$ cat config.mk
export PLATFORM = sky130hd
export DESIGN_NAME = bcd_field_cnt_flat
export DESIGN_NICKNAME = d
export VERILOG_FILES = /design/src/rtl/bcd_field_cnt_pkg.sv /design/src/rtl/bcd_field_cnt_if.sv /design/src/rtl/bcd_field_cnt_digit.sv /design/src/rtl/bcd_field_cnt.sv /design/src/flat_wrapper.sv
export SDC_FILE = /design/constraint.sdc
export NUM_CORES = 1
export LEC_CHECK = 0
export BUFFER_PORTS_ARGS = -buffer_cell sky130_fd_sc_hd__buf_4
export CAP_MARGIN = 20
export CORE_MARGIN = 1.5
export CORE_UTILIZATION = 29
export DETAILED_ROUTE_END_ITERATION = 8
export SLEW_MARGIN = 20
export SYNTH_ARGS = -nofsm -noshare
export SYNTH_HDL_FRONTEND = slang
export SYNTH_SLANG_ARGS = --single-unit
export TNS_END_PERCENT = 10
$ cat constraint.sdc
create_clock -name clk -period 6.3 [get_ports clk]
set_input_delay 0.63 -clock clk [delete_from_list [all_inputs] [get_ports clk]]
set_output_delay 0.63 -clock clk [all_outputs]
set_load 0.005 [all_outputs]
$ cat src/rtl/bcd_field_cnt_pkg.sv
// Shared time-field definitions.
//   bcd_t            : one BCD digit
//   bcd_pair_t       : packed {tens, units} digit pair (8 bits)
//   bcd_pair_to_bin  : BCD pair -> binary (0..165 for any 4-bit digit pair)
//   bin_to_bcd_pair  : binary 0..99 -> BCD pair
//   SEC_MOD / MIN_MOD / HR_MOD : standard field moduli
package time_pkg;

    typedef logic [3:0] bcd_t;

    typedef struct packed {
        bcd_t tens;
        bcd_t units;
    } bcd_pair_t;

    localparam int unsigned SEC_MOD = 60;
    localparam int unsigned MIN_MOD = 60;
    localparam int unsigned HR_MOD  = 24;

    // Digits are not range-checked here.
    // Worst case 15*10+15 = 165, so the result fits in 8 bits.
    function automatic logic [7:0] bcd_pair_to_bin(input bcd_pair_t p);
        return 8'(p.tens) * 8'd10 + 8'(p.units);
    endfunction

    function automatic bcd_pair_t bin_to_bcd_pair(input logic [7:0] v);
        bcd_pair_t p;
        p.tens  = 4'(v / 8'd10);
        p.units = 4'(v % 8'd10);
        return p;
    endfunction

endpackage

$ cat src/rtl/bcd_field_cnt_if.sv
// Control/status bundle of one BCD time-field counter.
//   master : drives set, new_val, inc, dec; observes the field state
//   slave  : the counter itself
interface bcd_field_cnt_if;
    import time_pkg::*;

    logic      set;
    bcd_pair_t new_val;
    logic      inc;
    logic      dec;
    bcd_t      q_tens;
    bcd_t      q_units;
    logic      at_max;
    logic      at_zero;
    logic      carry;
    logic      borrow;
    logic      set_err;

    modport master (
        output set, new_val, inc, dec,
        input  q_tens, q_units, at_max, at_zero, carry, borrow, set_err
    );

    modport slave (
        input  set, new_val, inc, dec,
        output q_tens, q_units, at_max, at_zero, carry, borrow, set_err
    );

endinterface

$ cat src/rtl/bcd_field_cnt_digit.sv
// One BCD digit register with load, step-up and step-down.
//   clk, resetn : clock, synchronous active-low reset (loads RST_VAL)
//   load, d     : load d this edge (highest priority after reset)
//   inc         : step up; wraps to 0 when q == wrap_val
//   dec         : step down; wraps to wrap_val when q == 0
//                 (only built with BCD_FIELD_DEC_EN)
//   wrap_val    : wrap point chosen by the parent for the current direction
//   q           : digit value
//   at_wrap     : q == wrap_val
module bcd_digit
    import time_pkg::*;
#(
    parameter bcd_t RST_VAL = 4'd0
) (
    input  logic clk,
    input  logic resetn,
    input  logic load,
    input  bcd_t d,
    input  logic inc,
    input  logic dec,
    input  bcd_t wrap_val,
    output bcd_t q,
    output logic at_wrap
);

    bcd_t q_q;
    bcd_t q_d;

    assign at_wrap = (q_q == wrap_val);
    assign q       = q_q;

`ifdef BCD_FIELD_DEC_EN
    always_comb begin
        q_d = q_q;
        if (load) begin
            q_d = d;
        end else if (inc) begin
            q_d = at_wrap ? 4'd0 : q_q + 4'd1;
        end else if (dec) begin
            q_d = (q_q == 4'd0) ? wrap_val : q_q - 4'd1;
        end
    end
`else
    // Down-counting is not built; dec is deliberately left without a load.
    logic dec_unused;
    assign dec_unused = dec;

    always_comb begin
        q_d = q_q;
        if (load) begin
            q_d = d;
        end else if (inc) begin
            q_d = at_wrap ? 4'd0 : q_q + 4'd1;
        end
    end
`endif

    always_ff @(posedge clk) begin
        if (!resetn) begin
            q_q <= RST_VAL;
        end else begin
            q_q <= q_d;
        end
    end

endmodule

$ cat src/rtl/bcd_field_cnt.sv
// Two-digit BCD time-field counter (tens:units), range 0..MODULUS-1.
// Parameters:
//   MODULUS   : field modulus, 2..100 (60 for sec/min, 24 for hours)
//   RESET_VAL : binary value loaded on reset, < MODULUS
// Ports:
//   clk     : system clock
//   resetn  : synchronous active-low reset
//   bus     : bcd_field_cnt_if.slave
//     set/new_val : load a BCD pair (validated)
//     inc/dec     : step up/down one count
//     q_tens/q_units : current value
//     at_max/at_zero : value == MODULUS-1 / value == 0 (combinational)
//     carry/borrow   : wrap indicators for same-cycle cascading (combinational)
//     set_err        : registered pulse after a rejected set
// Build option:
//   BCD_FIELD_DEC_EN defined   : dec counts down and borrow is live.
//   BCD_FIELD_DEC_EN undefined : dec is ignored, borrow is 0.
//                                inc alone decides the step and the carry.
module bcd_field_cnt
    import time_pkg::*;
#(
    parameter int unsigned MODULUS   = 60,
    parameter int unsigned RESET_VAL = 0
) (
    input  logic               clk,
    input  logic               resetn,
    bcd_field_cnt_if.slave     bus
);

    localparam bcd_pair_t MAX_PAIR  = bin_to_bcd_pair(8'(MODULUS - 1));
    localparam bcd_pair_t RST_PAIR  = bin_to_bcd_pair(8'(RESET_VAL));
    localparam bcd_t      DIGIT_MAX = 4'd9;

    logic set_ok;
    logic load;
    logic inc_step;
    logic dec_step;
    bcd_t tens_q;
    bcd_t units_q;
    logic tens_at_wrap;
    logic units_at_wrap;
    logic units_wrap_sel;
    bcd_t units_wrap;
    logic tens_inc;
    logic tens_dec;
    logic at_max;
    logic at_zero;
    logic set_err_q;
    logic set_err_d;

    // A set must carry two legal BCD digits and be inside the field range.
    assign set_ok = (bus.new_val.tens  <= DIGIT_MAX) &&
                    (bus.new_val.units <= DIGIT_MAX) &&
                    (bcd_pair_to_bin(bus.new_val) < 8'(MODULUS));
    assign load   = bus.set & set_ok;

`ifdef BCD_FIELD_DEC_EN
    // inc and dec together cancel out.
    assign inc_step = ~bus.set & bus.inc & ~bus.dec;
    assign dec_step = ~bus.set & bus.dec & ~bus.inc;
    // Counting up, units wrap early on the top tens value.
    // Counting down, units reload the short value when tens is 0 (00 -> MODULUS-1).
    assign units_wrap_sel = dec_step ? (tens_q == 4'd0) : tens_at_wrap;
    assign bus.carry  = resetn & ~bus.set & bus.inc & ~bus.dec & at_max;
    assign bus.borrow = resetn & ~bus.set & bus.dec & ~bus.inc & at_zero;
`else
    logic dec_unused;
    assign dec_unused     = bus.dec;
    assign inc_step       = ~bus.set & bus.inc;
    assign dec_step       = 1'b0;
    assign units_wrap_sel = tens_at_wrap;
    assign bus.carry      = resetn & ~bus.set & bus.inc & at_max;
    assign bus.borrow     = 1'b0;
`endif

    assign units_wrap = units_wrap_sel ? MAX_PAIR.units : DIGIT_MAX;
    assign tens_inc   = inc_step & units_at_wrap;
    assign tens_dec   = dec_step & (units_q == 4'd0);

    bcd_digit #(.RST_VAL(RST_PAIR.units)) u_units (
        .clk      (clk),
        .resetn   (resetn),
        .load     (load),
        .d        (bus.new_val.units),
        .inc      (inc_step),
        .dec      (dec_step),
        .wrap_val (units_wrap),
        .q        (units_q),
        .at_wrap  (units_at_wrap)
    );

    bcd_digit #(.RST_VAL(RST_PAIR.tens)) u_tens (
        .clk      (clk),
        .resetn   (resetn),
        .load     (load),
        .d        (bus.new_val.tens),
        .inc      (tens_inc),
        .dec      (tens_dec),
        .wrap_val (MAX_PAIR.tens),
        .q        (tens_q),
        .at_wrap  (tens_at_wrap)
    );

    assign at_max  = tens_at_wrap && (units_q == MAX_PAIR.units);
    assign at_zero = (tens_q == 4'd0) && (units_q == 4'd0);

    assign set_err_d = bus.set & ~set_ok;

    always_ff @(posedge clk) begin
        if (!resetn) begin
            set_err_q <= 1'b0;
        end else begin
            set_err_q <= set_err_d;
        end
    end

    assign bus.q_tens  = tens_q;
    assign bus.q_units = units_q;
    assign bus.at_max  = at_max;
    assign bus.at_zero = at_zero;
    assign bus.set_err = set_err_q;

endmodule

$ cat src/flat_wrapper.sv
// flat-port wrapper written by rule: the top's interface ports become plain ports
module bcd_field_cnt_flat import time_pkg::*;
#(
    parameter int unsigned MODULUS   = 60,
    parameter int unsigned RESET_VAL = 0
)
  (clk, resetn, bus_set, bus_new_val, bus_inc, bus_dec, bus_q_tens, bus_q_units, bus_at_max, bus_at_zero, bus_carry, bus_borrow, bus_set_err);
  bcd_field_cnt_if bus_i ();
  input  logic clk;
  input  logic resetn;
  input wire logic [$bits(bus_i.set)-1:0] bus_set;
  input wire logic [$bits(bus_i.new_val)-1:0] bus_new_val;
  input wire logic [$bits(bus_i.inc)-1:0] bus_inc;
  input wire logic [$bits(bus_i.dec)-1:0] bus_dec;
  output wire logic [$bits(bus_i.q_tens)-1:0] bus_q_tens;
  output wire logic [$bits(bus_i.q_units)-1:0] bus_q_units;
  output wire logic [$bits(bus_i.at_max)-1:0] bus_at_max;
  output wire logic [$bits(bus_i.at_zero)-1:0] bus_at_zero;
  output wire logic [$bits(bus_i.carry)-1:0] bus_carry;
  output wire logic [$bits(bus_i.borrow)-1:0] bus_borrow;
  output wire logic [$bits(bus_i.set_err)-1:0] bus_set_err;
  assign bus_i.set = bus_set;
  assign bus_i.new_val = bus_new_val;
  assign bus_i.inc = bus_inc;
  assign bus_i.dec = bus_dec;
  assign bus_q_tens = bus_i.q_tens;
  assign bus_q_units = bus_i.q_units;
  assign bus_at_max = bus_i.at_max;
  assign bus_at_zero = bus_i.at_zero;
  assign bus_carry = bus_i.carry;
  assign bus_borrow = bus_i.borrow;
  assign bus_set_err = bus_i.set_err;
  bcd_field_cnt #(.MODULUS(MODULUS), .RESET_VAL(RESET_VAL)) u_core (.clk(clk), .resetn(resetn), .bus(bus_i));
endmodule
Yosys cells after proc, flatten, opt, wreduce, memory -nomap -nowiden:

Cells that the tools add are included.

* add/sub/neg operators: 3
* multipliers: 1
* order comparisons: 3
* equality and inequality tests: 2
* muxes and demuxes: 6
* bitwise operators: 9
* reductions and logical operators: 8

Operators by type and width (count)
* 4-bit 2-to-1 mux: 6
* 4-bit by 1-bit adder with 4-bit output, second input constant: 2
* 8-bit by 4-bit adder with 8-bit output: 1
* 4-bit less-or-equal comparator, second input constant: 2
* 4-bit zero test: 2
* 8-bit by 6-bit less-than comparator with 1-bit output, second input constant: 1
* 1-bit AND: 7
* 4-bit by 3-bit multiplier with 7-bit output, second input constant: 1
* 4-bit by 3-bit == test with 1-bit output, second input constant: 1
* 4-bit == test, second input constant: 1
* 1-bit logical AND: 4
* 2-bit nonzero test: 2
* 1-bit inverter: 2

* register bits after elaboration: 9
* word-level logic and storage cells: 35

Logic depth before layout (Yosys ltp):

Gate-level depths: netlist (run 1).

* depth in word-level cells: 6
* depth in mapped cells: 10
* depth with buffers taken out: 9

Modules after synthesis:

From an unflattened synthesis (run 1), not the netlist that was laid out.

* cell total of the unflattened synthesis: 117
* area, all modules: 997.2 um^2

Modules (own cells, without submodules)
* bcd_digit: instances 2, cells an instance 33, area an instance 299.0 um^2, seq. area each 80.1 um^2
* bcd_field_cnt: instances 1, cells an instance 51, area an instance 399.1 um^2, seq. area each 20.0 um^2

Worst setup path after synthesis (run 1):

Ideal clock, no wire load.

* path kind: input port to flip-flop
* start point: input port bus_new_val[5]
* end point: register u_core.u_tens.q_q[0], in the netlist u_core.u_tens.q[0]
* arrival time: 2.736 ns
* path slack: 3.493 ns
* stages: 9
* buffers on the path: 1
* cell sequence: ha_1 > ha_1 > fa_1 > nor4b_1 > maj3_1 > o21ai_1 > and3_1 > buf_6 > mux2i_1

* word-level cells in the longest chain between the ends: 6

RTL lines
* start, declared: RTL line flat_wrapper.sv:12 `input wire logic [$bits(bus_i.new_val)-1:0] bus_new_val;`
* 4-bit by 3-bit multiplier with 7-bit output: RTL line bcd_field_cnt_pkg.sv:23 `return 8'(p.tens) * 8'd10 + 8'(p.units);`
* 8-bit by 4-bit adder with 8-bit output: RTL line bcd_field_cnt_pkg.sv:23
* 8-bit by 6-bit less-than comparator with 1-bit output: RTL line bcd_field_cnt.sv:54 `(bcd_pair_to_bin(bus.new_val) < 8'(MODULUS));`
* 1-bit logical AND *: RTL line bcd_field_cnt.sv:53 `(bus.new_val.units <= DIGIT_MAX) &&`
* 1-bit AND *: RTL line bcd_field_cnt.sv:55 `assign load = bus.set & set_ok;`
* 4-bit 2-to-1 mux or 2-bit nonzero test (tied branches)
* end signal, assigned: RTL line bcd_field_cnt_digit.sv:62 `q_q <= q_d;`
* end, declared: RTL line bcd_field_cnt_digit.sv:26 `bcd_t q_q;`

Every way passes the cells marked *; elsewhere a longest branch is shown, timed or not.
A chain may end at the register's enable or synchronous reset.

Worst setup path in the final report (run 1):

* start point: input port bus_new_val[5]
* end point: register u_core.u_units.q_q[2], in the netlist u_core.u_units.q[2]

* word-level cells in the longest chain between the ends: 6

RTL lines (RTL line)
* 4-bit by 3-bit multiplier with 7-bit output: bcd_field_cnt_pkg.sv:23
* 8-bit by 4-bit adder with 8-bit output: bcd_field_cnt_pkg.sv:23
* 8-bit by 6-bit less-than comparator with 1-bit output: bcd_field_cnt.sv:54
* 1-bit logical AND *: bcd_field_cnt.sv:53
* 1-bit AND *: bcd_field_cnt.sv:55
* 4-bit 2-to-1 mux or 2-bit nonzero test (tied branches)
* end signal, assigned: bcd_field_cnt_digit.sv:62
* end, declared: bcd_field_cnt_digit.sv:26

Marked as above.

==> results of run 1 <==
## path summary, 6_finish.rpt
check	slack (ns)	start	cells past startpoint	end
max reg2reg	4.66	u_core.u_units.q[0]	5	u_core.u_tens.q[1]
min reg2reg	0.66	u_core.u_tens.q[3]	4	u_core.u_tens.q[3]
max	3.26	bus_new_val[5]	9	u_core.u_units.q[2]
min	0.63	bus_new_val[0]	3	u_core.u_units.q[0]
## cells in the final DEF, fill, tap and decap left out, types with 2 or more instances in the layout
| master | netlist | final |
|---|---|---|
| buf_4 | 1 | 23 |
| nand2_1 | 19 | 19 |
| mux2i_1 | 9 | 9 |
| dfxtp_1 | 9 | 9 |
| o21ai_0 | 8 | 8 |
| ha_1 | 6 | 6 |
| inv_1 | 5 | 5 |
| nor2_1 | 5 | 5 |
| nand3_1 | 5 | 5 |
| nor2b_1 | 4 | 4 |
| a21oi_1 | 4 | 4 |
| o21ai_1 | 3 | 3 |
| xnor2_1 | 3 | 3 |
| nand2b_1 | 3 | 3 |
| clkbuf_4 | 0 | 3 |
| or4_1 | 2 | 2 |
| and3_1 | 2 | 2 |
| fa_1 | 2 | 2 |
## flip-flops by register name, indices dropped and copies added, names as in the netlist
signal,count
u_core.bus.set_err,1
u_core.u_tens.q,4
u_core.u_units.q,4
## where the power goes
| part | switching (uW) | internal, uW | total (uW) |
|---|---|---|---|
| clock | 20.9 | 24.4 | 45.3 |
| sequential | 5.32 | 60.5 | 65.8 |
| combinational | 29.4 | 33.3 | 62.7 |
## critical path, cell delays in order
cell and delay (ns):
buf_4 0.13, ha_1 0.34, ha_1 0.21, fa_1 0.49
nor4b_1 0.18, maj3_1 0.34, o21ai_1 0.15, and3_1 0.50
mux2i_1 0.25
## per-layer routing
metal / track usage / vias to the layer above
met5: 0 / -
met4: 0.06818 / 0
met3: 0.01528 / 2
met2: 0.1937 / 16
met1: 0.1685 / 370
li1: - / 437
## through the flow
stage / total power, uW / instance area, sq um
3_5_place_dp: 130.4 / 1102
4_1_cts: 176.3 / 1129
6_report: 173.9 / 1129
3_3_place_gp: 128.8 / 1102
2_1_floorplan: 108.8 / 909.6
5_1_grt: 186.3 / 1129
## cell type report
type                       instances  area (sq um)  area share
sequential                         9         180.2      0.1596
inverter                           5         18.77     0.01663
multi-input combinational         94         675.6      0.5987
clock buffer                       4         26.28     0.02328
timing repair buffer              23         172.7      0.1530
tap                               44         55.05     0.04878
## cell families (layout without fill, tap and decap cells)
group / count (synthesis) / in the layout / share of synthesized area
buffers and inverters: 9 / 32 / 0.05915
AND/OR/NAND/NOR: 51 / 51 / 0.3123
AO/OA/AOI/OAI: 19 / 19 / 0.1389
flip-flops: 9 / 9 / 0.1981
other: 1 / 1 / 0.004123
XOR/XNOR: 4 / 4 / 0.03852
multiplexers: 10 / 10 / 0.1114
adder cells (fa/ha/maj): 9 / 9 / 0.1376
==> summary.txt, run 1 <==
Placement
  • PortBufs: 23
  • Placed Cells: 175
  • Placed wire-length estimate: 1.613 mm
  • DP Worst Slack: 2.967 ns
  • RD Place Congestion: 0.7308

Routing
  • Post-Route M1 WL: 988 um
  • Post-DR vias/cell: 4.609
  • Routed wire length: 2.002 mm
  • Post-route ant nets: 0
  • Vias: 825
  • WL/cell: 11.18 um
  • WL met2: 919 um
  • Highest Signal Layer: met4
  • WL met3: 69 um
  • Residual DRC: 0
  • TritonRoute pass-1 iters: 6
  • Iteration-0 DRC Markers: 16

Global route
  • GR Overflow Total: 0
  • Pin count of the biggest net entering global routing: 19
  • First-pass GRT wire length: 3.346 mm
  • GRT Overall Usage: 0.1249
  • Initial antenna violation count: 0
  • Vias in the first global route: 749

Synth
  • Area leader, netlist: dfxtp_1
  • Top FF cell, synth: dfxtp_1
  • Syn Area/Cell: 8.122 sq um
  • Top-area cell type share of the netlist area: 0.1981
  • Top post-synthesis cells by count: 19 x nand2_1, 9 x dfxtp_1, 9 x mux2i_1
  • Yosys warns: 0
  • Cell variety after synth: 38
  • Post-synth EDFFs: 0
  • Top post-synthesis cells by area: dfxtp_1 20%, mux2i_1 9.9%, ha_1 8.3%
  • Synthesized cell area: 909.6 sq um
  • Async SR Flop Fraction: 0
  • Synth Instances: 112
  • Syn nets: 133
  • Flops & latches, synth: 9
  • Sequential-to-total area share from yosys stat: 0.1981
  • Count leader, synth: nand2_1

Cells and area
  • Ant diodes: 0
  • Layout net count: 157
  • Final core utilization: 0.3727
  • Layout fillers: 324
  • Area Overhead vs Synth: 24.07%
  • Final Non-Filler Cells: 179
  • Share of cells above drive strength 1: 0.2444

Worst setup path
  • Critical Path RT: 6.48 ns
  • Worst Path Max Fanout: 8
  • Critical Path End Type: flop
  • Startpoint types: input pin
  • Arr. time, crit path: 3.23 ns
  • CP Class: input pin to flop

Timing
  • Finish-stage setup viols: 0
  • RSZ-0062 raised after global routing: false
  • Tmin final: 3.040 ns
  • Sum Neg Setup Slack: 0 ns
  • Max-slew violations: 0
  • Final setup margin: 3.260 ns
  • Final Hold Viols: 0
  • Clock skew: 0.002227 ns
  • Relative slew slack: 0.6643
  • Fmax: 0.3289 GHz
  • Worst slew pin tran: 0.5036 ns
  • Final critical-path share of the clock period: 0.4826
  • Hold WS: 0.6252 ns

Clock tree
  • Sinks on the clock net: 9
  • Post-CTS Setup Bufs: 0
  • Resized cells post-CTS: 0
  • Clk root buf: clkbuf_4
  • Clk Latency, worst-skew pair: 0.26 ns
  • Clock transition at path regs: 0.06 ns
  • CTS Buffer Depth: 2
  • TritonCTS clock tree: yes
  • Total CTS buffers: 3
  • Hold-fix buffers at CTS: 0
  • Htree depth: 1

Power and ir drop
  • Power Dens Cells: 154.1 nW/um^2
  • Static Leak: 0.0005054 uW
  • Worst vdd ir: 0.00004179 V

Die
  • Initial core utilization: 0.3004
  • Die footprint: 3482 sq um
  • Die height: 59.01 um
  • Die X: 59.01 um
  • Io pins: 26
  • Num rows: 20
  • Core ar.: 3028 sq um

Worst hold path
  • Hold Path Class: input pin to flop

Outcome
  • Run status: completed

Flow run
  • Maxcap violations: 0
Note: power is estimated with default switching activity, not from simulation.
==> run 2, diff against run 1 <==
Clock period 6.3 ns to 3 ns, I/O delays scaled along.
==> run 2 against run 1 <==
Against the previous run:
- clock skew barely moved
- final cell count up 0.56%
- via count increased by 2.8%
- count of clock-buffer cells in the layout stayed put
- setup slack got worse by 2.8 ns
- critical path depth grew 1
- register-to-register slack lost 3.3 ns
- clock power is 110% higher
- combinational power rose by 120%
- first-iteration DRC count grew 38%
==> summary.txt, run 2 (synthesis gave the netlist of run 1 again) <==
Timing
  • Final Hold Viols: 0
  • Finish-stage setup viols: 0
  • Final critical-path share of the clock period: 0.8382
  • RSZ-0062 raised after global routing: false
  • Clock skew: 0.002332 ns
  • Max-slew violations: 0
  • Sum Neg Setup Slack: 0 ns
  • Fmax: 0.3977 GHz
  • Hold WS: 0.2947 ns
  • Tmin final: 2.515 ns

Placement
  • Post-DP Area: 1122 sq um
  • Placed wire-length estimate: 1.656 mm
  • Placed Cells: 176
  • RD Place Congestion: 0.7189
  • PortBufs: 23

Die
  • Die footprint: 3482 sq um
  • Num rows: 20
  • Initial core utilization: 0.3004
  • Die height: 59.01 um
  • Io pins: 26
  • Core ar.: 3028 sq um
  • Die X: 59.01 um

Global route
  • Initial antenna violation count: 0
  • GR Overflow Total: 0
  • Most Crowded Layer GR: met2
  • Met1 Usage GRT: 0.1685
  • Met2 Use GR: 0.2238
  • Pin count of the biggest net entering global routing: 19
  • GRT Overall Usage: 0.1290
  • First-pass GRT wire length: 3.574 mm
  • M3 GR Usage: 0.006550
  • Vias in the first global route: 823

Cells and area
  • Register area: 180.2 sq um
  • Layout fillers: 338
  • Multi-input gate area: 675.6 sq um
  • Share of cells above drive strength 1: 0.2500
  • Fin area: 1149 sq um
  • Commonest non-fill, non-tap cells in the layout: 23 x buf_4, 19 x nand2_1, 9 x mux2i_1, 9 x dfxtp_1, 8 x o21ai_0
  • Ant diodes: 0
  • Final Non-Filler Cells: 180
  • Layout net count: 158
  • Commonest non-fill, non-tap cell in the layout: buf_4
  • Area Overhead vs Synth: 26.27%

Worst setup path
  • Arr. time, crit path: 2.70 ns
  • Worst Path Max Fanout: 8
  • Worst r2r src: u_core.u_units.q[0]
  • Critical Path RT: 3.19 ns
  • CP startpoint: bus_new_val[5]
  • Critical Path End Type: flop
  • Startpoint types: input pin
  • CP Class: input pin to flop

Routing
  • TritonRoute pass-1 iters: 4
  • Residual DRC: 0
  • Routed wire length: 2.043 mm
  • Post-route ant nets: 0
  • WL/cell: 11.35 um
  • Post-DR vias/cell: 4.711
  • Vias: 848
  • Iteration-0 DRC Markers: 22

Power and ir drop
  • Pwr Total: 368.6 uW
  • Reg power frac: 0.376
  • Sw frac: 0.3165
  • Worst vdd ir: 0.00009073 V
  • Power Dens Cells: 320.9 nW/um^2
  • Psw: 116.7 uW
  • Clock power frac: 0.254
  • Cell internal pwr: 251.9 uW
  • Combinational share of power: 0.370
  • Static Leak: 0.0005137 uW

Clock tree
  • Clk root buf: clkbuf_4
  • Clk Latency, worst-skew pair: 0.26 ns
  • CTS Buffer Depth: 2
  • Resized cells post-CTS: 0
  • TritonCTS clock tree: yes
  • Sinks on the clock net: 9
  • Htree depth: 1
  • Post-CTS Setup Bufs: 0
  • Hold-fix buffers at CTS: 0
  • Clock transition at path regs: 0.06 ns
  • Total CTS buffers: 3

Outcome
  • Run status: completed

Worst hold path
  • HP Start: bus_new_val[0]
  • Hold Path Class: input pin to flop

Flow run
  • Maxcap violations: 0
## run 2: critical path, stage by stage
cell,delay [ns]
buf_4,0.13
ha_1,0.34
ha_1,0.21
fa_1,0.49
nor4b_1,0.17
maj3_1,0.34
o21ai_1,0.16
and3_1,0.23
buf_12,0.15
mux2i_1,0.17
## run 2: path summary, 6_finish.rpt
check,end,slack (ns),cells past startpoint
hold / removal,u_core.u_units.q[0],0.29,3
setup reg to reg,u_core.u_tens.q[1],1.37,5
hold reg to reg,u_core.u_tens.q[3],0.65,4
setup / recovery,u_core.u_tens.q[0],0.49,10
## run 2: power groups by stage
| stage | Sequential [uW] | Clock (uW) | Combinational, uW |
|---|---|---|---|
| floorplan | 139 | 0 | 89.3 |
| global placement | 141 | 0 | 134 |
| detailed placement | 142 | 0 | 137 |
| CTS | 139 | 99.4 | 138 |
| global route | 140 | 104 | 152 |
| finish | 139 | 93.5 | 137 |
## run 2: stage by stage
step                setup WS, ns  utilization
floorplan                 0.5228            -
detailed placement        0.1910       0.3707
global route              0.3608       0.3793
global placement          0.2550       0.3707
CTS                       0.4670       0.3793
finish                    0.4854       0.3793
## run 2: per-layer routing
layer | wire length (um) | vias to the layer above
met5 | 0 | -
li1 | - | 437
met4 | 14 | 0
met2 | 955 | 17
met3 | 57 | 2
met1 | 1014 | 392
## run 2: cell type report
type                            count  share of cell area
Clock buffer                        4             0.02288
Tap cell                           44             0.04793
Multi-Input combinational cell     94              0.5882
Timing Repair Buffer               24              0.1678
Inverter                            5             0.01634
Sequential cell                     9              0.1569
==> run 3, diff against run 2 <==
Clock period 3 ns to 2.09 ns, I/O delays scaled along.
==> run 3 against run 2 <==
Against the previous run:
- flip-flop and latch count unchanged
- count of clock-buffer cells in the layout unchanged
- total power increased by 56%
- hold slack got worse by 0.069 ns
- utilization increased by 4.7 points
==> summary.txt, run 3 (synthesis gave the netlist of run 1 again) <==
Cells and area
  • Commonest non-fill, non-tap cells in the layout: 32 x buf_4, 19 x nand2_1, 9 x mux2i_1, 9 x dfxtp_1, 8 x o21ai_0
  • Area Overhead vs Synth: 41.95%
  • Layout fillers: 335
  • Share of cells above drive strength 1: 0.3699
  • Ant diodes: 0
  • Layout net count: 168
  • Commonest non-fill, non-tap cell in the layout: buf_4
  • Fin area: 1291 sq um

Clock tree
  • Total CTS buffers: 3
  • Sinks on the clock net: 9
  • Htree depth: 1
  • Clk root buf: clkbuf_4
  • Post-CTS Setup Bufs: 0
  • Clk Latency, worst-skew pair: 0.25 ns
  • TritonCTS clock tree: yes
  • CTS Buffer Depth: 2
  • Clock transition at path regs: 0.06 ns

Worst setup path
  • CP dominant cell by count: ha_4
  • CP Class: input pin to flop
  • CP startpoint: bus_new_val[7]
  • Critical Path End Type: flop
  • Worst Path Max Fanout: 8
  • FF-to-FF End: u_core.u_tens.q[1]
  • Startpoint types: input pin
  • Slowest-stage cell, CP: fa_2
  • Critical Path RT: 2.27 ns
  • Register-to-Register Path Depth: 5
  • Max incr delay on CP: 0.45 ns
  • Worst r2r src: u_core.u_units.q[0]
  • R2r setup slk: 0.43 ns
  • Arr. time, crit path: 2.24 ns
  • Critical Path, Cell by Cell: buf_8 -> ha_4 -> ha_4 -> fa_2 -> nor4b_4 -> maj3_2 -> o21ai_2 -> and3_4 -> mux2i_1

Global route
  • GR Overflow Total: 0
  • Initial antenna violation count: 0
  • GRT Overall Usage: 0.1416
  • First-pass GRT wire length: 3.795 mm
  • Pin count of the biggest net entering global routing: 19
  • Vias in the first global route: 900

Timing
  • Final Hold Viols: 0
  • Finish-stage setup viols: 0
  • Clock skew: 0.0003872 ns
  • Tmin final: 2.052 ns
  • RSZ-0062 raised after global routing: true
  • Sum Neg Setup Slack: 0 ns
  • Final critical-path share of the clock period: 0.9820
  • Fmax: 0.4872 GHz
  • Final setup margin: 0.03761 ns
  • Max-slew violations: 0

Routing
  • Post-DR vias/cell: 4.726
  • Vias: 898
  • WL/cell: 12.06 um
  • Post-route ant nets: 0
  • Iteration-0 DRC Markers: 23
  • Residual DRC: 0
  • Routed wire length: 2.292 mm
  • TritonRoute pass-1 iters: 4

Die
  • Die footprint: 3482 sq um
  • Initial core utilization: 0.3004
  • Io pins: 26
  • Die X: 59.01 um
  • Num rows: 20
  • Die height: 59.01 um
  • Core ar.: 3028 sq um

Placement
  • PortBufs: 23
  • DP Worst Slack: -0.4201 ns
  • Placed wire-length estimate: 1.864 mm
  • Post-DP Area: 1249 sq um
  • RD Place Congestion: 0.8020

Power and ir drop
  • Reg power frac: 0.346
  • Combinational share of power: 0.429
  • Power Dens Cells: 445.4 nW/um^2
  • Worst vdd ir: 0.0001717 V
  • Static Leak: 0.0005687 uW
  • Psw: 181.7 uW
  • Sw frac: 0.3160
  • Cell internal pwr: 393.4 uW
  • Pwr Total: 575.2 uW
  • Clock power frac: 0.225

Worst hold path
  • Hold EP: u_core.bus.set_err
  • HP Start: bus_set
  • Hold path depth: 3
  • Hold Path Class: input pin to flop

Flow run
  • Maxcap violations: 0

Outcome
  • Run status: completed
## run 3: layout make-up
cell class	count	area, sq um	share of cell area
Inverter	5	18.77	0.01453
Sequential cell	9	180.2	0.1395
Multi-Input combinational cell	94	744.5	0.5765
Tap cell	44	55.05	0.04264
Timing Repair Buffer	34	266.5	0.2064
Clock buffer	4	26.28	0.02035
## run 3: per-stage QoR
step                      hold slack [ns]  std cells    util
after global routing               0.2140        190  0.4264
after CTS                          0.2187        190  0.4198
final                              0.2253        190  0.4264
after detailed placement           0.4882        187  0.4124
after global placement             0.4869        187  0.4124
after floorplan                    0.3251        112       -
## run 3: what timing repair did
item / CTS / global route
gates cloned: 0 / 0
endpoints found under the setup margin: 8 / 8
pin swaps: 8 / 2
resized for setup: 4 / 4
hold buffers: 0 / 0
## run 3: how the worst max path moves through the flow
stage	endpoint	slack, ns
6_report	u_core.u_units.q[1]	0.04
5_1_grt	u_core.u_units.q[3]	-0.06
4_1_cts	u_core.u_units.q[1]	-0.02
3_5_place_dp	u_core.u_units.q[0]	-0.42
3_3_place_gp	u_core.u_units.q[2]	-0.35
2_1_floorplan	u_core.u_tens.q[0]	-0.16
## run 3: power groups by stage
| stage | clock network [uW] | logic, uW | registers, uW |
|---|---|---|---|
| floorplan | 0 | 146 | 200 |
| global placement | 0 | 234 | 202 |
| CTS | 133 | 244 | 199 |
| global route | 139 | 272 | 202 |
| finish | 129 | 247 | 199 |
| detailed placement | 0 | 243 | 203 |
## run 3: critical path: cells and delay by family
family                   cells  cell delay (ns)
adder cells (fa/ha/maj)      4             1.16
AND/OR/NAND/NOR              2             0.44
multiplexers                 1             0.20
AO/OA/AOI/OAI                1             0.13
buffers and inverters        1             0.10
## run 3: layer usage
metal / share of wire / global-route usage / up-vias
met1: 0.43 / 0.1745 / 418
met4: 0.0096 / 0.05844 / 0
li1: - / - / 457
met3: 0.029 / 0.006550 / 2
met2: 0.53 / 0.2556 / 21
met5: 0 / 0 / -
